`src/rtl/ma_cvxif_mac_copro.sv`:
```
// CV-X-IF coprocessor responder: custom-0 add, multiply-accumulate and
// accumulator clear, one instruction in flight, results gated by commit.
module ma_cvxif_mac_copro #(
  parameter int XLEN        = 32,
  parameter int ID_WIDTH    = 3,
  parameter int MAC_LATENCY = 3
) (
  input  logic                clk_i,
  input  logic                rst_i,
  input  logic                issue_valid_i,
  output logic                issue_ready_o,
  input  logic [31:0]         issue_instr_i,
  input  logic [ID_WIDTH-1:0] issue_id_i,
  input  logic [XLEN-1:0]     issue_rs1_i,
  input  logic [XLEN-1:0]     issue_rs2_i,
  input  logic [1:0]          issue_rs_valid_i,
  output logic                issue_resp_accept_o,
  output logic                issue_resp_writeback_o,
  input  logic                commit_valid_i,
  input  logic [ID_WIDTH-1:0] commit_id_i,
  input  logic                commit_kill_i,
  output logic                result_valid_o,
  input  logic                result_ready_i,
  output logic [ID_WIDTH-1:0] result_id_o,
  output logic [XLEN-1:0]     result_data_o,
  output logic [4:0]          result_rd_o,
  output logic                result_we_o,
  output logic                busy_o
);

  localparam int CW = $clog2(MAC_LATENCY + 1);

  localparam logic [2:0] F3_ADD = 3'b000;
  localparam logic [2:0] F3_MAC = 3'b001;
  localparam logic [2:0] F3_CLR = 3'b010;

  typedef enum logic [1:0] {
    IDLE,
    EXEC,
    WAIT_COMMIT,
    RESP
  } state_e;

  state_e state_q, state_d;

  logic [CW-1:0]       cnt_q;
  logic                committed_q;
  logic [ID_WIDTH-1:0] id_q;
  logic [4:0]          rd_q;
  logic [2:0]          f3_q;
  logic [XLEN-1:0]     rs1_q;
  logic [XLEN-1:0]     rs2_q;
  logic [XLEN-1:0]     acc_q;
  logic [XLEN-1:0]     res_q;

  logic [2:0]      f3;
  logic            recog;
  logic            issue_fire;
  logic            commit_hit;
  logic            kill_hit;
  logic            to_resp;
  logic [CW-1:0]   lat;
  logic [XLEN-1:0] prod;
  logic [XLEN-1:0] res;
  logic            unused_instr;

  assign f3 = issue_instr_i[14:12];
  assign recog = (issue_instr_i[6:0] == 7'b0001011)
              && (issue_instr_i[31:25] == 7'd0)
              && (f3 == F3_ADD || f3 == F3_MAC || f3 == F3_CLR);
  assign unused_instr = ^issue_instr_i[24:15];

  assign issue_resp_accept_o    = recog;
  assign issue_resp_writeback_o = recog;

  // Unrecognized words are acknowledged immediately so the core can trap.
  assign issue_ready_o = !rst_i && (state_q == IDLE)
                      && (!recog || issue_rs_valid_i == 2'b11);

  assign issue_fire = issue_valid_i && issue_ready_o && recog;

  assign commit_hit = commit_valid_i && (commit_id_i == id_q)
                   && !commit_kill_i;
  assign kill_hit   = commit_valid_i && (commit_id_i == id_q)
                   && commit_kill_i;

  assign lat = (f3 == F3_MAC) ? CW'(MAC_LATENCY) : CW'(1);

  assign prod = rs1_q * rs2_q;

  always_comb begin
    res = acc_q;
    unique case (1'b1)
      f3_q == F3_ADD: res = rs1_q + rs2_q;
      f3_q == F3_MAC: res = acc_q + prod;
      default:        res = acc_q;
    endcase
  end

  always_comb begin
    state_d = state_q;
    unique case (state_q)
      IDLE: begin
        if (issue_fire) state_d = EXEC;
      end
      EXEC: begin
        if (kill_hit) begin
          state_d = IDLE;
        end else if (cnt_q == CW'(1)) begin
          state_d = (committed_q || commit_hit) ? RESP : WAIT_COMMIT;
        end
      end
      WAIT_COMMIT: begin
        if (kill_hit)        state_d = IDLE;
        else if (commit_hit) state_d = RESP;
      end
      RESP: begin
        if (result_ready_i) state_d = IDLE;
      end
      default: state_d = IDLE;
    endcase
  end

  // The accumulator only moves once the instruction is known to retire.
  assign to_resp = (state_q != RESP) && (state_d == RESP);

  always_ff @(posedge clk_i) begin
    if (rst_i) begin
      state_q     <= IDLE;
      cnt_q       <= '0;
      committed_q <= 1'b0;
      id_q        <= '0;
      rd_q        <= '0;
      f3_q        <= '0;
      rs1_q       <= '0;
      rs2_q       <= '0;
      acc_q       <= '0;
      res_q       <= '0;
    end else begin
      state_q <= state_d;
      if (issue_fire) begin
        id_q        <= issue_id_i;
        rd_q        <= issue_instr_i[11:7];
        f3_q        <= f3;
        rs1_q       <= issue_rs1_i;
        rs2_q       <= issue_rs2_i;
        cnt_q       <= lat;
        committed_q <= 1'b0;
      end else if (state_q == EXEC) begin
        cnt_q <= cnt_q - CW'(1);
        if (commit_hit) committed_q <= 1'b1;
      end
      if (to_resp) begin
        res_q <= res;
        if (f3_q == F3_MAC) acc_q <= res;
        if (f3_q == F3_CLR) acc_q <= '0;
      end
    end
  end

  assign result_valid_o = (state_q == RESP);
  assign result_we_o    = result_valid_o;
  assign result_id_o    = id_q;
  assign result_rd_o    = rd_q;
  assign result_data_o  = res_q;
  assign busy_o         = (state_q != IDLE);

endmodule
```
`config.mk`:
```
export PLATFORM = sky130hd
export DESIGN_NAME = ma_cvxif_mac_copro
export DESIGN_NICKNAME = d
export VERILOG_FILES = /design/src/rtl/ma_cvxif_mac_copro.sv
export SDC_FILE = /design/constraint.sdc
export NUM_CORES = 2
export LEC_CHECK = 0
export CORE_MARGIN = 5
export CORE_UTILIZATION = 35
export CTS_CLUSTER_SIZE = 8
export DETAILED_ROUTE_END_ITERATION = 8
export DONT_BUFFER_PORTS = 1
export PLACE_DENSITY = 0.58
export SLEW_MARGIN = 5
export SYNTH_ARGS = -nofsm -noshare
export SYNTH_HDL_FRONTEND = slang
export SYNTH_SLANG_ARGS = --single-unit
```
`constraint.sdc`:
```
create_clock -name clk_i -period 7 [get_ports clk_i]
set_input_delay 1.05 -clock clk_i [delete_from_list [all_inputs] [get_ports clk_i]]
set_output_delay 1.05 -clock clk_i [all_outputs]
set_load 0.02 [all_outputs]
```
==> metrics <==
Post-DP HPWL=60800 µm; # port buffers=0; initial antenna violation count=4; first-pass GRT wire length=116000 µm; worst setup path startpoint=rs2_q[3]$_SDFFE_PP0P_; overall routing resource usage=0.201; drt pass-1 iters=5; global routing's busiest layer=met2; failing checks=setup timing; Reg-to-Reg End=result_data_o[23]$_SDFFE_PP0P_; FF+latch count, synth=144; Setup WS pre-CTS=-309 ps; Die W=273 µm; DR vias=19300; Worst Hold Class=register to register; layout cells sized above 1=0.146; crit path capture=result_data_o[23]$_SDFFE_PP0P_; R2R depth=27; Post-synth ARST share=0; crit share post-route=1.00; Max VDD drop=0.000168 V; Die Ht=273 µm; Avg Vias per Cell=4.94; nets@finish=3659; endpoint class of the critical path=register; Final setup viols=3; R2R setup slack=-30 ps; met1 usage=0.282; commonest cells after routing, fill and taps aside=inv_1 (492), nand2_1 (434), fa_1 (425); layout overhead on the synthesized area=17.0%; routed wire length=73800 µm; final core utilization=0.412; Iter 0 DRT Violations=1246; Final Hold Viols=0; CTS sink count=144; final setup margin=-26.5 ps; Power Density=62.7 nW/µm²; Setup TNS=-57.7 ps; crit path launch type=register; Syn Std Cell Area=24200 µm²; Clock Tree Buf Depth=2; Reg clk slew, reported paths=80 ps; clk_lat worst skew=500 ps; Synth Warn #=0; Overflow after GRT=0; # fillers=6903; Cell variety after synth=72; most common cell after layout, fill and taps aside=inv_1; Lkg Pwr=13.1 nW; clock root buffer=clkbuf_16; vias in the first global route=19900; final critical-path required period=7030 ps; outcome=finished, violations left; crit path max fanout=7; core area=68600 µm²; CTS Hold Bufs=0; register cell area after layout=2960 µm²; die area=74400 µm²; max cap viols=0; Slew HR=0.235; Multi-input gate area=19400 µm²; Initial Util=0.353; number of enable flip-flop cells after synthesis=0; crit path DAT=7420 ps; Post-Route Skew=21.8 ps; syn nets=3537; met3 capacity usage during global routing=0.0462; CTS tree=done; sequential cell area fraction in the yosys report=0.119; worst r2r src=rs2_q[3]$_SDFFE_PP0P_; synthesized instance count=2832; Post-DRT Antenna Nets=0; drc violations=0; Worst Hold Margin=468 ps; Num CTS Buffers=17; Worst Path Required=7400 ps; largest net degree at the start of global routing=137; Top FF cell, synth=dfxtp_1; Max H-tree Level=4; Avg Inst Size Synth=8.54 µm²; num ports=156; RD Place Congestion=0.894; Achievable Freq=142 MHz; Global Route met2 Usage=0.318; worst-margin pin slew=1140 ps; row cnt=96; RSZ-0062 raised after global routing=yes; final slew viol count=0; Setup Crit Path Kind=register to register; WL per Instance=18.9 µm
[area by class of cell]
type / count / share of cell area
Timing Repair Buffer: 255 / 0.0795
Inverter: 510 / 0.0677
Clock buffer: 20 / 0.0165
Antenna cell: 3 / 0.000265
Tap cell: 931 / 0.0412
Clock inverter: 12 / 0.00385
Multi-Input combinational cell: 2026 / 0.686
Sequential cell: 144 / 0.105
[critical path: stages, from the launching register on]
cell	delay, ps
dfxtp_4	380
buf_6	130
and2_4	130
fa_1	500
inv_1	50
fa_1	480
inv_2	40
fa_1	520
inv_2	50
fa_1	510
inv_2	40
fa_1	550
fa_1	460
fa_1	520
inv_2	50
fa_1	540
inv_2	50
ha_4	260
nand4_1	90
or3_1	320
o221ai_1	210
buf_4	190
buf_6	100
o21a_1	110
nor2_2	50
xnor2_2	170
a21o_1	190
o211a_1	210
[synth_stat cells (all sizes together), types with 5 or more instances]
cell type / number / area (µm²)
a211o: 6 / 52.6
a211oi: 15 / 113
a21o: 24 / 180
a21oi: 163 / 816
a221oi: 7 / 73.8
a22oi: 18 / 135
a31oi: 9 / 56.3
and2: 315 / 1970
and3: 8 / 50.1
and4: 5 / 43.8
buf: 8 / 55.1
clkbuf: 144 / 541
dfxtp: 144 / 2880
fa: 439 / 8790
ha: 156 / 1950
inv: 509 / 1910
mux2i: 5 / 50.1
nand2: 435 / 1630
nand2b: 9 / 56.3
nand3: 14 / 75.1
nand4: 15 / 93.8
nor2: 82 / 308
nor2b: 10 / 62.6
nor3: 19 / 116
o211ai: 15 / 113
o21a: 14 / 105
o21ai: 46 / 230
o21bai: 10 / 75.1
o221ai: 5 / 43.8
o31ai: 10 / 80.1
or3: 11 / 68.8
xnor2: 76 / 666
xor2: 28 / 245
[per-layer routing]
metal | part of all wire | up-vias
li1 | - | 8968
met1 | 0.45 | 9683
met2 | 0.46 | 545
met3 | 0.070 | 74
met4 | 0.019 | 0
met5 | 0 | -
[how the worst min path moves through the flow]
stage	startpoint	slack [ps]	to	cells past startpoint
final	acc_q[3]$_SDFFE_PP0P_	470	acc_q[3]$_SDFFE_PP0P_	2
after global placement	acc_q[3]$_SDFFE_PP0P_	450	acc_q[3]$_SDFFE_PP0P_	2
after CTS	acc_q[3]$_SDFFE_PP0P_	470	acc_q[3]$_SDFFE_PP0P_	2
after floorplan	acc_q[3]$_SDFFE_PP0P_	440	acc_q[3]$_SDFFE_PP0P_	2
after global routing	acc_q[3]$_SDFFE_PP0P_	490	acc_q[3]$_SDFFE_PP0P_	2
after detailed placement	acc_q[3]$_SDFFE_PP0P_	460	acc_q[3]$_SDFFE_PP0P_	2
[what timing repair did]
action                     4_1_cts  5_1_grt
pin swaps                       57       63
setup buffers                   14       19
gates resized for setup        111       89
setup endpoints to repair       27       28
[flip-flops by register name, summed over array words and instances, names as in the netlist]
name and cells:
acc_q 32, cnt_q 2, committed_q 1, f3_q 3, result_data_o 32, result_id_o 3
result_rd_o 5, rs1_q 32, rs2_q 32, state_q 2
[stage by stage]
step | cell area (µm²) | power, W | std cells
4_1_cts | 27800 | 0.00180 | 3881
3_3_place_gp | 26700 | 0.000845 | 3836
5_1_grt | 28300 | 0.00183 | 3898
6_report | 28300 | 0.00177 | 3901
2_1_floorplan | 24200 | 0.000854 | 2832
3_5_place_dp | 26700 | 0.000845 | 3836
[where the power goes]
part           switching (W)  internal [W]  leakage [nW]
logic             0.00000421    0.00000291          11.7
clock network       0.000460      0.000495         0.283
registers      0.00000000169      0.000812          1.18
[cell families after synthesis]
group	share of synthesized area
compound gates	0.103
xor+xnor	0.0386
flops	0.119
buf+inv	0.104
fa+ha+maj	0.444
mux	0.00207
simple gates	0.189
No activity file was read; power rests on OpenSTA's default activity.
